## config.mk

```make
export PLATFORM = sky130hd
export DESIGN_NAME = i2c_codec_responder_flat
export DESIGN_NICKNAME = d
export VERILOG_FILES = /design/src/rtl/i2c_codec_responder_if.sv /design/src/rtl/i2c_codec_responder.sv /design/src/flat_wrapper.sv
export SDC_FILE = /design/constraint.sdc
export NUM_CORES = 1
export LEC_CHECK = 0
export ABC_AREA = 1
export CAP_MARGIN = 0
export CORE_ASPECT_RATIO = 2
export CORE_UTILIZATION = 55
export DETAILED_ROUTE_END_ITERATION = 12
export PLACE_DENSITY = 0.87
export SETUP_SLACK_MARGIN = 0.4
export SLEW_MARGIN = 20
export SYNTH_ARGS = -nofsm -noshare
export SYNTH_HDL_FRONTEND = slang
export SYNTH_SLANG_ARGS = --single-unit
```

## constraint.sdc

```tcl
create_clock -name clk -period 5.9 [get_ports clk]
set_input_delay 0.885 -clock clk [delete_from_list [all_inputs] [get_ports clk]]
set_output_delay 0.885 -clock clk [all_outputs]
set_load 0.02 [all_outputs]
```

## src/rtl/i2c_codec_responder_if.sv

```systemverilog
`default_nettype none
// ============================================================================
//  Module      : i2c_codec_responder_if
//  Description : Bus and register-file signals of the I2C codec control-port
//                target. The slave modport is the target's view; the master
//                modport is the view of the bus driver / register reader.
//  Revision    : 1.0 - initial release
// ============================================================================
interface i2c_codec_responder_if;
    logic       scl_in;     // SCL line level
    logic       sda_in;     // SDA line level
    logic       sda_oe;     // 1 = target pulls SDA low
    logic [3:0] rd_addr;    // register file read address
    logic [8:0] rd_data;    // regs[rd_addr]
    logic       wr_strobe;  // one-clk pulse per register commit
    logic [6:0] wr_reg;     // register number of last commit
    logic [8:0] wr_data;    // data of last commit
    logic       active;     // codec active bit, regs[9][0]
    logic       busy;       // transfer in progress

    modport slave (
        input  scl_in, sda_in, rd_addr,
        output sda_oe, rd_data, wr_strobe, wr_reg, wr_data, active, busy
    );

    modport master (
        output scl_in, sda_in, rd_addr,
        input  sda_oe, rd_data, wr_strobe, wr_reg, wr_data, active, busy
    );
endinterface
`default_nettype wire

```

## src/rtl/i2c_codec_responder.sv

```systemverilog
`default_nettype none
// ============================================================================
//  Module      : i2c_codec_responder
//  Description : Write-only I2C target modelling an audio codec control port.
//                Frame: device address, then {reg[6:0], d[8]}, then d[7:0].
//                Data lands in a 16 x 9-bit register file. SCL/SDA are
//                oversampled on clk; nothing is clocked by SCL.
//  Revision    : 1.0 - initial release
// ============================================================================
module i2c_codec_responder #(
    parameter logic [6:0] DEVICE_ID   = 7'b0011010,
    parameter int         SYNC_STAGES = 2
) (
    input  wire logic           clk,
    input  wire logic           reset,
    i2c_codec_responder_if.slave bus
);

    // Synchronizer depth is clamped so a misconfigured value of 0/1 still
    // leaves a metastability-safe chain.
    localparam int c_STAGES = (SYNC_STAGES < 2) ? 2 : SYNC_STAGES;

    typedef enum logic [2:0] {
        S_IDLE     = 3'd0,
        S_ADDR     = 3'd1,
        S_ADDR_ACK = 3'd2,
        S_BYTE1    = 3'd3,
        S_ACK1     = 3'd4,
        S_BYTE2    = 3'd5,
        S_ACK2     = 3'd6,
        S_IGNORE   = 3'd7
    } state_t;

    // ------------------------------------------------------------------
    // Input conditioning
    // ------------------------------------------------------------------
    logic [c_STAGES-1:0] scl_sync_q;
    logic [c_STAGES-1:0] sda_sync_q;
    logic                scl_hist_q;
    logic                sda_hist_q;

    // Synchronize SCL/SDA and keep one history sample for edge detection;
    // reset to the idle (pulled-up) level so no false edges appear.
    always_ff @(posedge clk or posedge reset) begin
        if (reset) begin
            scl_sync_q <= '1;
            sda_sync_q <= '1;
            scl_hist_q <= 1'b1;
            sda_hist_q <= 1'b1;
        end else begin
            scl_sync_q <= {scl_sync_q[c_STAGES-2:0], bus.scl_in};
            sda_sync_q <= {sda_sync_q[c_STAGES-2:0], bus.sda_in};
            scl_hist_q <= scl_sync_q[c_STAGES-1];
            sda_hist_q <= sda_sync_q[c_STAGES-1];
        end
    end

    logic w_scl;
    logic w_sda;
    logic w_scl_rise;
    logic w_scl_fall;
    logic w_sda_fall;
    logic w_sda_rise;
    logic w_start;
    logic w_stop;

    assign w_scl      = scl_sync_q[c_STAGES-1];
    assign w_sda      = sda_sync_q[c_STAGES-1];
    assign w_scl_rise =  w_scl & ~scl_hist_q;
    assign w_scl_fall = ~w_scl &  scl_hist_q;
    assign w_sda_fall = ~w_sda &  sda_hist_q;
    assign w_sda_rise =  w_sda & ~sda_hist_q;
    assign w_start    = w_sda_fall & w_scl;
    assign w_stop     = w_sda_rise & w_scl;

    // ------------------------------------------------------------------
    // Protocol FSM
    // ------------------------------------------------------------------
    state_t      state_q,     state_d;
    logic [2:0]  bit_cnt_q,   bit_cnt_d;
    logic [7:0]  shift_q,     shift_d;
    logic        byte_full_q, byte_full_d;   // 8 bits sampled, awaiting scl_fall
    logic [6:0]  reg_num_q,   reg_num_d;
    logic        d8_q,        d8_d;
    logic        sda_oe_q,    sda_oe_d;
    logic        w_commit;
    logic [8:0]  w_commit_data;

    assign w_commit_data = {d8_q, shift_q};

    // FSM state and datapath registers; sda_oe is a flop with async reset so
    // a reset mid-ACK releases the bus immediately.
    always_ff @(posedge clk or posedge reset) begin
        if (reset) begin
            state_q     <= S_IDLE;
            bit_cnt_q   <= 3'd0;
            shift_q     <= 8'd0;
            byte_full_q <= 1'b0;
            reg_num_q   <= 7'd0;
            d8_q        <= 1'b0;
            sda_oe_q    <= 1'b0;
        end else begin
            state_q     <= state_d;
            bit_cnt_q   <= bit_cnt_d;
            shift_q     <= shift_d;
            byte_full_q <= byte_full_d;
            reg_num_q   <= reg_num_d;
            d8_q        <= d8_d;
            sda_oe_q    <= sda_oe_d;
        end
    end

    // Next-state logic: bus conditions override everything; bits are shifted
    // on scl_rise, and all SDA changes are made on scl_fall.
    always_comb begin
        state_d     = state_q;
        bit_cnt_d   = bit_cnt_q;
        shift_d     = shift_q;
        byte_full_d = byte_full_q;
        reg_num_d   = reg_num_q;
        d8_d        = d8_q;
        sda_oe_d    = sda_oe_q;
        w_commit    = 1'b0;

        if (w_start) begin
            // START or repeated START: drop any partial frame.
            state_d     = S_ADDR;
            bit_cnt_d   = 3'd0;
            byte_full_d = 1'b0;
            sda_oe_d    = 1'b0;
        end else if (w_stop) begin
            state_d     = S_IDLE;
            bit_cnt_d   = 3'd0;
            byte_full_d = 1'b0;
            sda_oe_d    = 1'b0;
        end else begin
            case (state_q)
                S_ADDR, S_BYTE1, S_BYTE2: begin
                    if (w_scl_rise && !byte_full_q) begin
                        shift_d   = {shift_q[6:0], w_sda};
                        bit_cnt_d = bit_cnt_q + 3'd1;
                        if (bit_cnt_q == 3'd7) begin
                            byte_full_d = 1'b1;
                        end
                    end else if (w_scl_fall && byte_full_q) begin
                        byte_full_d = 1'b0;
                        if (state_q == S_ADDR) begin
                            if ((shift_q[7:1] == DEVICE_ID) && !shift_q[0]) begin
                                sda_oe_d = 1'b1;
                                state_d  = S_ADDR_ACK;
                            end else begin
                                state_d  = S_IGNORE;
                            end
                        end else if (state_q == S_BYTE1) begin
                            reg_num_d = shift_q[7:1];
                            d8_d      = shift_q[0];
                            sda_oe_d  = 1'b1;
                            state_d   = S_ACK1;
                        end else begin
                            sda_oe_d  = 1'b1;
                            state_d   = S_ACK2;
                            w_commit  = 1'b1;
                        end
                    end
                end
                S_ADDR_ACK: begin
                    if (w_scl_fall) begin
                        sda_oe_d = 1'b0;
                        state_d  = S_BYTE1;
                    end
                end
                S_ACK1: begin
                    if (w_scl_fall) begin
                        sda_oe_d = 1'b0;
                        state_d  = S_BYTE2;
                    end
                end
                S_ACK2: begin
                    // Codec frames are exactly two data bytes; extras are NACKed.
                    if (w_scl_fall) begin
                        sda_oe_d = 1'b0;
                        state_d  = S_IGNORE;
                    end
                end
                default: begin
                    // S_IDLE and S_IGNORE: wait for START/STOP with SDA released.
                    sda_oe_d = 1'b0;
                end
            endcase
        end
    end

    // ------------------------------------------------------------------
    // Register file and commit reporting
    // ------------------------------------------------------------------
    logic [15:0][8:0] regs_q;
    logic             wr_strobe_q;
    logic [6:0]       wr_reg_q;
    logic [8:0]       wr_data_q;

    // Commit on the BYTE2 ACK: reg 15 is the codec soft reset and clears the
    // whole file; reg numbers above 15 are accepted but not stored.
    always_ff @(posedge clk or posedge reset) begin
        if (reset) begin
            regs_q      <= '0;
            wr_strobe_q <= 1'b0;
            wr_reg_q    <= 7'd0;
            wr_data_q   <= 9'd0;
        end else begin
            wr_strobe_q <= 1'b0;
            if (w_commit) begin
                if (reg_num_q == 7'd15) begin
                    regs_q      <= '0;
                    wr_strobe_q <= 1'b1;
                    wr_reg_q    <= reg_num_q;
                    wr_data_q   <= w_commit_data;
                end else if (reg_num_q < 7'd15) begin
                    regs_q[reg_num_q[3:0]] <= w_commit_data;
                    wr_strobe_q            <= 1'b1;
                    wr_reg_q               <= reg_num_q;
                    wr_data_q              <= w_commit_data;
                end
            end
        end
    end

    assign bus.sda_oe    = sda_oe_q;
    assign bus.rd_data   = regs_q[bus.rd_addr];
    assign bus.wr_strobe = wr_strobe_q;
    assign bus.wr_reg    = wr_reg_q;
    assign bus.wr_data   = wr_data_q;
    assign bus.active    = regs_q[9][0];
    assign bus.busy      = (state_q != S_IDLE);

endmodule
`default_nettype wire

```

## src/flat_wrapper.sv

```systemverilog
// flat-port wrapper written by rule: the top's interface ports become plain ports
module i2c_codec_responder_flat 
#(
    parameter logic [6:0] DEVICE_ID   = 7'b0011010,
    parameter int         SYNC_STAGES = 2
)
  (clk, reset, bus_scl_in, bus_sda_in, bus_rd_addr, bus_sda_oe, bus_rd_data, bus_wr_strobe, bus_wr_reg, bus_wr_data, bus_active, bus_busy);
  i2c_codec_responder_if bus_i ();
  input  wire logic clk;
  input  wire logic reset;
  input wire logic [$bits(bus_i.scl_in)-1:0] bus_scl_in;
  input wire logic [$bits(bus_i.sda_in)-1:0] bus_sda_in;
  input wire logic [$bits(bus_i.rd_addr)-1:0] bus_rd_addr;
  output wire logic [$bits(bus_i.sda_oe)-1:0] bus_sda_oe;
  output wire logic [$bits(bus_i.rd_data)-1:0] bus_rd_data;
  output wire logic [$bits(bus_i.wr_strobe)-1:0] bus_wr_strobe;
  output wire logic [$bits(bus_i.wr_reg)-1:0] bus_wr_reg;
  output wire logic [$bits(bus_i.wr_data)-1:0] bus_wr_data;
  output wire logic [$bits(bus_i.active)-1:0] bus_active;
  output wire logic [$bits(bus_i.busy)-1:0] bus_busy;
  assign bus_i.scl_in = bus_scl_in;
  assign bus_i.sda_in = bus_sda_in;
  assign bus_i.rd_addr = bus_rd_addr;
  assign bus_sda_oe = bus_i.sda_oe;
  assign bus_rd_data = bus_i.rd_data;
  assign bus_wr_strobe = bus_i.wr_strobe;
  assign bus_wr_reg = bus_i.wr_reg;
  assign bus_wr_data = bus_i.wr_data;
  assign bus_active = bus_i.active;
  assign bus_busy = bus_i.busy;
  i2c_codec_responder #(.DEVICE_ID(DEVICE_ID), .SYNC_STAGES(SYNC_STAGES)) u_core (.clk(clk), .reset(reset), .bus(bus_i));
endmodule
```

==> Implementation_results.wiki, run 1 <==
{| class="wikitable"
! Metric !! Value
|-
| Power Density || 281.8 nW/µm²
|-
| Type of the most critical hold path || reg -> reg
|-
| Kind of critical path || in -> out
|-
| Largest fanout of any net on the critical path || 19
|-
| CTS H-Tree Depth || 4
|-
| DP HPWL || 16270 µm
|-
| Post-Layout Cell Count || 1417
|-
| Max-slew headroom at the worst pin || 26.46%
|-
| Ratio of cells with drive above 1 in the final layout || 8.843%
|-
| Syn Nets || 1197
|-
| Final antenna-violating net count || 0
|-
| Clock buffer count from CTS || 17
|-
| Slew of the pin with the lowest slew margin || 1.103 ns
|-
| Die width || 94.52 µm
|-
| Number of top-level pins || 37
|-
| Kind of launch point of the worst setup path || input pin
|-
| Routed wirelength normalized by instance count || 17.78 µm
|-
| Post-synthesis instance area || 9417 µm²
|-
| Resized cells post-CTS || 0
|-
| Worst R2R Start || u_core.reg_num_q[3]
|-
| Required time of the worst setup path || 5.02 ns
|-
| Max clock buf depth || 2
|-
| Status || finished, final reports clean
|-
| Post-synthesis sequential area ratio || 50.84%
|-
| Total overflow reported by the global router || 0
|-
| Count of flip-flops with a built-in enable after synthesis || 0
|-
| Later-pin clock latency in the skew report || 0.44 ns
|-
| Final #Nets || 1207
|-
| Family with the most delay on the worst path || buffers and inverters
|-
| Highest achievable clock rate || 240.5 MHz
|-
| Count of filler cells inserted in the layout || 1394
|-
| CP arrival || 3.27 ns
|-
| Post-synth ARST share || 100.0%
|-
| Setup_tns || 0 ns
|-
| Die extent in y || 187.0 µm
|-
| Synthesized area per cell || 7.933 µm²
|-
| Antenna violations before repair || 0
|-
| FF-to-FF End || u_core.regs_q[67]
|-
| Startpoint of the tightest hold check path || u_core.scl_sync_q[0]
|-
| Layout Cell Area excl Fill || 10460 µm²
|-
| Setup fix buffers added after clock tree synthesis || 0
|-
| Via total after detailed routing || 8288
|-
| Final period utilization || 70.47%
|-
| Hold slack || 0.3579 ns
|-
| Layout-stage area growth over the synthesis result || 11.05%
|-
| Number of flip-flops under the largest register name || 143
|-
| Depth of the worst register-to-register path || 9
|-
| Remaining routing DRC violations || 0
|-
| Global Route Usage Sum || 30.27%
|-
| Worst clock skew || 0.01161 ns
|-
| Detailed router's first-iteration violation count || 1041
|-
| CP bufs+invs || 4
|-
| Placer Congestion || 0.9500
|-
| Clock tree from TritonCTS || built
|-
| Number of vias per cell after detailed routing || 5.849
|-
| Cell Chain, Critical Path || clkdlybuf4s50_1 > buf_4 > clkinv_1 > nand3_1 > nand3_1 > nand2_1 > clkdlybuf4s50_1
|-
| Effective utilization at floorplan || 56.16%
|-
| Number of standard cells after synthesis || 1187
|-
| Sink of the worst hold path || u_core.scl_sync_q[1]
|-
| Area after DPL || 9859 µm²
|-
| Number of distinct library cell variants in the gate-level netlist after synthesis || 27
|-
| Number of cells on the worst hold path || 0
|-
| Worst setup EP type || primary output
|-
| Setup repair after global routing missed its margin || no
|-
| Die area || 17680 µm²
|-
| Final Max Tran Viols || 0
|-
| Core Util, Final || 62.37%
|-
| Slowest cell on crit path || clkdlybuf4s50_1
|-
| Number of input and output port buffers inserted || 36
|-
| Pin count of the biggest net entering global routing || 192
|-
| Clock transition at the registers of the reported paths || 0.08 ns
|-
| Total iterations of the first detailed-routing run || 6
|-
| Synth warnings || 0
|-
| Synth Flop Type || dfrtp_1
|-
| Peak supply drop || 0.2723 mV
|-
| Routed WL || 25200 µm
|-
| Lkg Pwr || 0.005450 µW
|-
| Clock period minus worst slack || 4.158 ns
|-
| FF+latch count, synth || 191
|-
| Area of the core || 16770 µm²
|-
| Row Count || 67
|-
| Via count of the first global-routing pass || 7944
|-
| Main area contributors after synthesis || dfrtp_1, nand2_1, nand3_1
|-
| Sink count of the clock tree || 191
|-
| Diode count || 0
|-
| Crit-path max cell delay || 0.60 ns
|-
| Final Hold Fails || 0
|-
| Synth area leader || dfrtp_1
|-
| Setup slack on the worst flop-to-flop path || 3.80 ns
|-
| Area share of the largest cell type after synthesis || 49.16%
|-
| Post-placement cell count || 1384
|-
| Max-Cap Viols || 0
|-
| Cell at the root of the clock tree || clkbuf_16
|-
| Setup Viol. Count Final || 0
|-
| Largest register by flop count || u_core.regs_q
|-
| Global-route wire length before repair || 40320 µm
|-
| Number of hold buffers added after CTS || 0
|}
[per-layer routing]
metal	part of all wire [%]	vias to the layer above	wire, µm	track usage (%)
met4	7.8	0	1956	22.49
met1	36	3888	9142	36.13
li1	-	3848	-	-
met2	49	424	12460	48.10
met3	6.5	128	1640	5.163
met5	0	-	0	0
[synthesized netlist by cell type (6+ instances only)]
cell and n:
clkbuf_1 38, o21ai_0 68, nor2_1 28, a21oi_1 39
inv_2 7, o211ai_1 36, dfstp_2 6, buf_2 9
nor2_8 10, dfrtp_1 185, inv_1 108, inv_4 10
nor2_4 7, nor2_2 19, nand2_1 396, nand3_1 202
[cells by family after synthesis]
group	Yosys count	synth area share, %
flops	191	50.84
buf+inv	181	7.933
fa+ha+maj	2	0.2657
simple gates	669	32.31
compound gates	144	8.650
[worst max-delay path by stage]
| stage | start | endpoint | slack (ns) | cells after the start |
|---|---|---|---|---|
| floorplan | reset | u_core.bit_cnt_q[0] | 2.56 | 1 |
| global placement | bus_rd_addr[2] | bus_rd_data[7] | 1.83 | 7 |
| detailed placement | bus_rd_addr[2] | bus_rd_data[7] | 1.85 | 7 |
| CTS | bus_rd_addr[2] | bus_rd_data[4] | 1.81 | 7 |
| global route | bus_rd_addr[2] | bus_rd_data[4] | 1.68 | 7 |
| finish | bus_rd_addr[2] | bus_rd_data[4] | 1.74 | 7 |
[where the power goes]
part | total [µW] | switching (µW) | internal [µW]
clock network | 1120 | 556 | 563
logic | 318 | 211 | 107
registers | 1510 | 164 | 1340
[cell type report]
class | instances | area (µm²) | area share [%]
Multi-Input combinational cell | 815 | 3882 | 37.13
Sequential cell | 191 | 4787 | 45.78
Timing Repair Buffer | 45 | 452.9 | 4.331
Clock buffer | 17 | 425.4 | 4.068
Inverter | 127 | 505.5 | 4.834
Clock inverter | 15 | 145.1 | 1.388
Tap cell | 207 | 259.0 | 2.477
[per-stage QoR]
step	power [µW]	setup WS, ns
floorplan	1686	2.557
global placement	1825	1.833
detailed placement	1833	1.848
CTS	2937	1.807
global route	3041	1.683
finish	2947	1.742
[placed cells by master (no fill, tap or decap)]
cell type        netlist  layout
ha_1                   2       2
clkinv_2               0       3
clkinv_4               0       3
a21oi_1               39      39
nor3_1                 2       2
buf_16                 0       1
nand2_1              396     396
nand3_1              202     202
nand3b_1               1       1
clkdlybuf4s50_1        0      34
dfrtp_1              185     185
o21ai_0               68      68
a21oi_2                1       1
buf_2                  9       1
nor2_2                19      19
buf_4                  2       8
nor2_4                 7       7
nor2_8                10      10
clkinv_8               0       1
inv_4                 10      10
inv_1                108     107
clkinv_1               2       2
clkinvlp_4             0       1
nor4_1                 1       1
dfstp_2                6       6
inv_8                  0       7
inv_2                  7       7
nor2_1                28      28
o211ai_1              36      36
nand2_2                3       3
inv_6                  0       1
clkbuf_16              0      17
buf_12                 1       1
Power figures use the tool's default switching activity.
==> run 2: changes to the inputs <==
clock period = 3.6 ns   (was 5.9 ns; I/O delays follow)
==> Implementation_results.wiki, run 2 (same netlist as run 1, synthesis figures left out) <==
{| class="wikitable"
! Metric !! Value
|-
| Status || finished, final reports clean
|-
| Global Route Usage Sum || 30.80%
|-
| Kind of critical path || in -> out
|-
| Die width || 94.52 µm
|-
| Clock period minus worst slack || 2.996 ns
|-
| Slew of the pin with the lowest slew margin || 0.9848 ns
|-
| Number of flip-flops under the largest register name || 143
|-
| Global-route wire length before repair || 40820 µm
|-
| Die area || 17680 µm²
|-
| Cell at the root of the clock tree || clkbuf_16
|-
| Clock transition at the registers of the reported paths || 0.07 ns
|-
| Sink count of the clock tree || 191
|-
| Library cell appearing most often on the critical path || nand3_1
|-
| Max clock buf depth || 2
|-
| Number of input and output port buffers inserted || 36
|-
| Max-slew headroom at the worst pin || 34.35%
|-
| Layout-stage area growth over the synthesis result || 12.16%
|-
| Final Hold Fails || 0
|-
| Family with the most delay on the worst path || buffers and inverters
|-
| Total iterations of the first detailed-routing run || 5
|-
| Number of top-level pins || 37
|-
| Lkg Pwr || 0.005500 µW
|-
| Count of filler cells inserted in the layout || 1393
|-
| Required time of the worst setup path || 3.06 ns
|-
| Final period utilization || 83.23%
|-
| Number of vias per cell after detailed routing || 5.768
|-
| Type of the most critical hold path || reg -> reg
|-
| Die extent in y || 187.0 µm
|-
| Effective utilization at floorplan || 56.16%
|-
| Max-Cap Viols || 0
|-
| Setup repair after global routing missed its margin || no
|-
| Area of the core || 16770 µm²
|-
| Peak supply drop || 0.4970 mV
|-
| Setup_tns || 0 ns
|-
| Clock buffer count from CTS || 17
|-
| Top library cells by usage in the layout, fill and taps aside || nand2_1, nand3_1, dfrtp_1
|-
| Largest fanout of any net on the critical path || 29
|-
| Detailed router's first-iteration violation count || 897
|-
| Final Max Tran Viols || 0
|-
| Later-pin clock latency in the skew report || 0.45 ns
|-
| Antenna violations before repair || 0
|-
| Crit-path max cell delay || 0.54 ns
|-
| Largest register by flop count || u_core.regs_q
|-
| Slowest cell on crit path || clkdlybuf4s50_1
|-
| Overall power after layout || 4906 µW
|-
| Remaining routing DRC violations || 0
|-
| CP bufs+invs || 3
|-
| CTS H-Tree Depth || 4
|-
| Setup fix buffers added after clock tree synthesis || 0
|-
| Number of hold buffers added after CTS || 0
|-
| Via total after detailed routing || 8231
|-
| Highest achievable clock rate || 333.8 MHz
|-
| Ratio of cells with drive above 1 in the final layout || 9.672%
|-
| Kind of launch point of the worst setup path || input pin
|-
| Placer Congestion || 0.9066
|-
| Total overflow reported by the global router || 0
|-
| Clock tree from TritonCTS || built
|-
| Via count of the first global-routing pass || 7879
|-
| Row Count || 67
|-
| Diode count || 0
|-
| Setup Viol. Count Final || 0
|-
| DP HPWL || 17440 µm
|-
| Power Density || 464.5 nW/µm²
|-
| Pin count of the biggest net entering global routing || 85
|-
| Final #Nets || 1217
|-
| CP arrival || 2.46 ns
|-
| Routed wirelength normalized by instance count || 17.59 µm
|-
| Routed WL || 25100 µm
|-
| Cell Chain, Critical Path || buf_2 > buf_4 > a21oi_1 > o21ai_0 > nand3_1 > nand3_1 > nand2_1 > clkdlybuf4s50_1
|-
| Worst clock skew || 0.01288 ns
|-
| Leading cell type in the layout, fill and taps excluded || nand2_1
|-
| Worst setup EP type || primary output
|-
| Final antenna-violating net count || 0
|}
## run 2: cell count changes in the layout (fill, tap and decap cells not counted), sizes merged
cell and change:
buf +10, bufinv +1, clkinvlp +3, clkinv -4
## run 2: path summary, 6_finish.rpt
| path | startpoint | end | slack (ns) | cells past startpoint |
|---|---|---|---|---|
| setup / recovery | bus_rd_addr[1] | bus_rd_data[6] | 0.60 | 8 |
| hold / removal | u_core.scl_sync_q[0] | u_core.scl_sync_q[1] | 0.36 | 0 |
| setup reg to reg | u_core.reg_num_q[2] | u_core.regs_q[58] | 1.55 | 9 |
| hold reg to reg | u_core.scl_sync_q[0] | u_core.scl_sync_q[1] | 0.36 | 0 |
| max in group asynchronous | reset | u_core.bit_cnt_q[0] | 2.22 | 3 |
| min in group asynchronous | reset | u_core.regs_q[16] | 0.54 | 2 |
## run 2: where the power goes
group / switching (µW) / internal, µW / leakage, µW
clock: 900 / 989 / 0.000288
sequential: 189 / 2210 / 0.00264
combinational: 431 / 191 / 0.00258
## run 2: worst reg2reg max path: stages, from the launching register on
cell	delay, ns
dfrtp_1	0.42
nand2_2	0.15
nor2_2	0.17
inv_2	0.05
nor2_4	0.43
nor2_1	0.15
nor2_4	0.27
inv_2	0.15
nand2_1	0.10
nand2_1	0.06
## run 2: final cells by class
cell class / instances / area (µm²) / share of cell area, %
sequential: 191 / 4787 / 45.33
multi-input combinational: 815 / 3882 / 36.76
timing repair buffer: 55 / 533.0 / 5.047
inverter: 127 / 509.2 / 4.822
clock buffer: 17 / 425.4 / 4.028
tap: 207 / 259.0 / 2.452
clock inverter: 15 / 165.2 / 1.564
## run 2: metal layers
layer / part of all wire, % / up-vias / GRT usage, %
met5: 0 / - / 0
met4: 7.7 / 0 / 22.09
met3: 7.6 / 124 / 6.057
met2: 49 / 431 / 48.49
met1: 36 / 3808 / 37.08
li1: - / 3868 / -
## run 2: what timing repair did
item | in CTS | in global routing
endpoints found under the setup margin | 0 | 1
endpoints found under the hold margin | 0 | 0
resized for setup | 0 | 1
## run 2: stage by stage
stage / cells / setup WS (ns) / util (%) / hold slack [ns] / instance area, µm²
after CTS: 1427 / 0.5500 / 62.97 / 0.3585 / 10560
final: 1427 / 0.6037 / 62.99 / 0.3567 / 10560
after detailed placement: 1395 / 0.5504 / 59.45 / 0.3476 / 9967
after floorplan: 1187 / 0.6025 / - / 0.3452 / 9420
after global routing: 1427 / 0.5345 / 62.99 / 0.3593 / 10560
after global placement: 1395 / 0.5834 / 59.45 / 0.3458 / 9967
==> run 3: changes to the inputs <==
clock period = 2.4 ns   (was 3.6 ns; I/O delays follow)
==> Implementation_results.wiki, run 3 (same netlist as run 1, synthesis figures left out) <==
{| class="wikitable"
! Metric !! Value
|-
| Highest achievable clock rate || 493.8 MHz
|-
| Number of input and output port buffers inserted || 36
|-
| Max-slew headroom at the worst pin || 36.82%
|-
| Setup slack on the worst flop-to-flop path || 0.40 ns
|-
| Power Density || 664.2 nW/µm²
|-
| Effective utilization at floorplan || 56.16%
|-
| Final #Nets || 1278
|-
| Worst R2R Start || u_core.scl_hist_q
|-
| CP arrival || 1.67 ns
|-
| Largest fanout of any net on the critical path || 2
|-
| DP HPWL || 18240 µm
|-
| Area of the core || 16770 µm²
|-
| Slowest cell on crit path || o211ai_1
|-
| Antenna violations before repair || 0
|-
| Die extent in y || 187.0 µm
|-
| Global-route wire length before repair || 42930 µm
|-
| Die width || 94.52 µm
|-
| Number of hold buffers added after CTS || 0
|-
| Combined area of the multi-input logic cells || 3929 µm²
|-
| Hold slack || 0.3227 ns
|-
| Via count of the first global-routing pass || 8580
|-
| Total iterations of the first detailed-routing run || 6
|-
| Diode count || 0
|-
| Worst clock skew || 0.01262 ns
|-
| Placer Congestion || 0.9998
|-
| Depth of the worst register-to-register path || 11
|-
| Detailed router's first-iteration violation count || 914
|-
| Final antenna-violating net count || 0
|-
| Number of top-level pins || 37
|-
| Clock period minus worst slack || 2.025 ns
|-
| Layout-stage area growth over the synthesis result || 18.27%
|-
| Cell at the root of the clock tree || clkbuf_16
|-
| Final period utilization || 84.39%
|-
| Total overflow reported by the global router || 0
|-
| Slew of the pin with the lowest slew margin || 0.9477 ns
|-
| Sink of the worst hold path || u_core.sda_sync_q[0]
|-
| Crit-path max cell delay || 0.40 ns
|-
| Clock transition at the registers of the reported paths || 0.07 ns
|-
| Pin count of the biggest net entering global routing || 101
|-
| Worst setup EP type || primary output
|-
| Status || finished, final reports clean
|-
| Number of cells on the worst hold path || 1
|-
| Clock buffer count from CTS || 17
|-
| Row Count || 67
|-
| Kind of launch point of the worst setup path || flip-flop
|-
| Max-Cap Viols || 0
|-
| Global Route Usage Sum || 31.88%
|-
| Peak supply drop || 0.6142 mV
|-
| Startpoint of the tightest hold check path || bus_sda_in
|-
| Number of flip-flops under the largest register name || 143
|-
| Top library cells by usage in the layout, fill and taps aside || nand2_1, nand3_1, dfrtp_1
|-
| Kind of critical path || reg -> out
|-
| Number of vias per cell after detailed routing || 5.853
|-
| Final Hold Fails || 0
|-
| FF+latch area || 4787 µm²
|-
| Required time of the worst setup path || 2.04 ns
|-
| Ratio of cells with drive above 1 in the final layout || 14.99%
|-
| Leading cell type in the layout, fill and taps excluded || nand2_1
|-
| Clock tree from TritonCTS || built
|-
| Sink count of the clock tree || 191
|-
| Lkg Pwr || 0.005863 µW
|-
| Cell Chain, Critical Path || o211ai_1 > nand3_1 > nand3_1 > nand2_1 > buf_6
|-
| FF-to-FF End || u_core.regs_q[54]
|-
| Overall power after layout || 7397 µW
|-
| Routed WL || 27730 µm
|-
| Remaining routing DRC violations || 0
|-
| Type of the most critical hold path || in -> reg
|-
| Final Max Tran Viols || 0
|-
| Setup repair after global routing missed its margin || yes
|-
| Library cell appearing most often on the critical path || nand3_1
|-
| Die area || 17680 µm²
|-
| Routed wirelength normalized by instance count || 18.63 µm
|-
| Via total after detailed routing || 8709
|-
| CTS H-Tree Depth || 4
|-
| Setup Viol. Count Final || 0
|-
| Largest register by flop count || u_core.regs_q
|-
| Max clock buf depth || 2
|-
| Later-pin clock latency in the skew report || 0.44 ns
|-
| Count of filler cells inserted in the layout || 1279
|}
run 3: worst max-delay path by stage:
stage,startpoint,to,slack (ns),cells past startpoint
CTS,u_core.regs_q[12],bus_rd_data[3],0.36,7
global route,u_core.scl_hist_q,u_core.regs_q[62],0.30,11
floorplan,reset,u_core.bit_cnt_q[0],-0.42,1
detailed placement,bus_rd_addr[2],bus_rd_data[7],-0.007,7
finish,u_core.regs_q[25],bus_rd_data[7],0.37,5
global placement,bus_rd_addr[2],bus_rd_data[4],0.007,7
run 3: final cells by class:
cell class	instances	share of cell area, %
inverters	127	4.561
flip-flops and latches	191	42.98
clock inverters	11	1.123
multi-input cells	815	35.28
repair buffers	116	9.594
well taps	207	2.326
clock buffers	21	4.134
run 3: stage by stage:
| stage | std cells | util (%) | cell area (µm²) | worst slack, ns | TNS, ns |
|---|---|---|---|---|---|
| floorplan | 1187 | - | 9420 | -0.4175 | -77.25 |
| global placement | 1432 | 61.40 | 10290 | 0.007315 | 0 |
| detailed placement | 1432 | 61.40 | 10290 | -0.006859 | -0.01133 |
| CTS | 1469 | 64.87 | 10880 | 0.3593 | 0 |
| global route | 1488 | 66.43 | 11140 | 0.3039 | 0 |
| finish | 1488 | 66.43 | 11140 | 0.3747 | 0 |
run 3: what timing repair did:
item / 4_1_cts / 5_1_grt
setup endpoints to repair: 15 / 96
buffers inserted: 5 / 17
cloned: 0 / 2
gates resized for setup: 40 / 33
pin swaps: 8 / 22
run 3: metal layers:
layer  vias up  GRT usage, %  wire length [µm]
met1      4095         34.94              9365
met3       152         6.382              2140
met2       479         52.15             14010
met5         -             0                 0
met4         0         25.82              2209
li1       3983             -                 -
run 3: where the power goes:
part           internal (µW)  switching, µW
Clock                   1520           1270
Combinational            339            877
Sequential              3320           74.4
Total                   5170           2220
run 3: critical path: cells and delay by family, from the launching register on:
| kind | cells | cell delay [ns] |
|---|---|---|
| buffers and inverters | 1 | 0.13 |
| DFF | 1 | 0.38 |
| and+or+nand+nor | 3 | 0.33 |
| AOI/OAI and AO/OA | 1 | 0.40 |
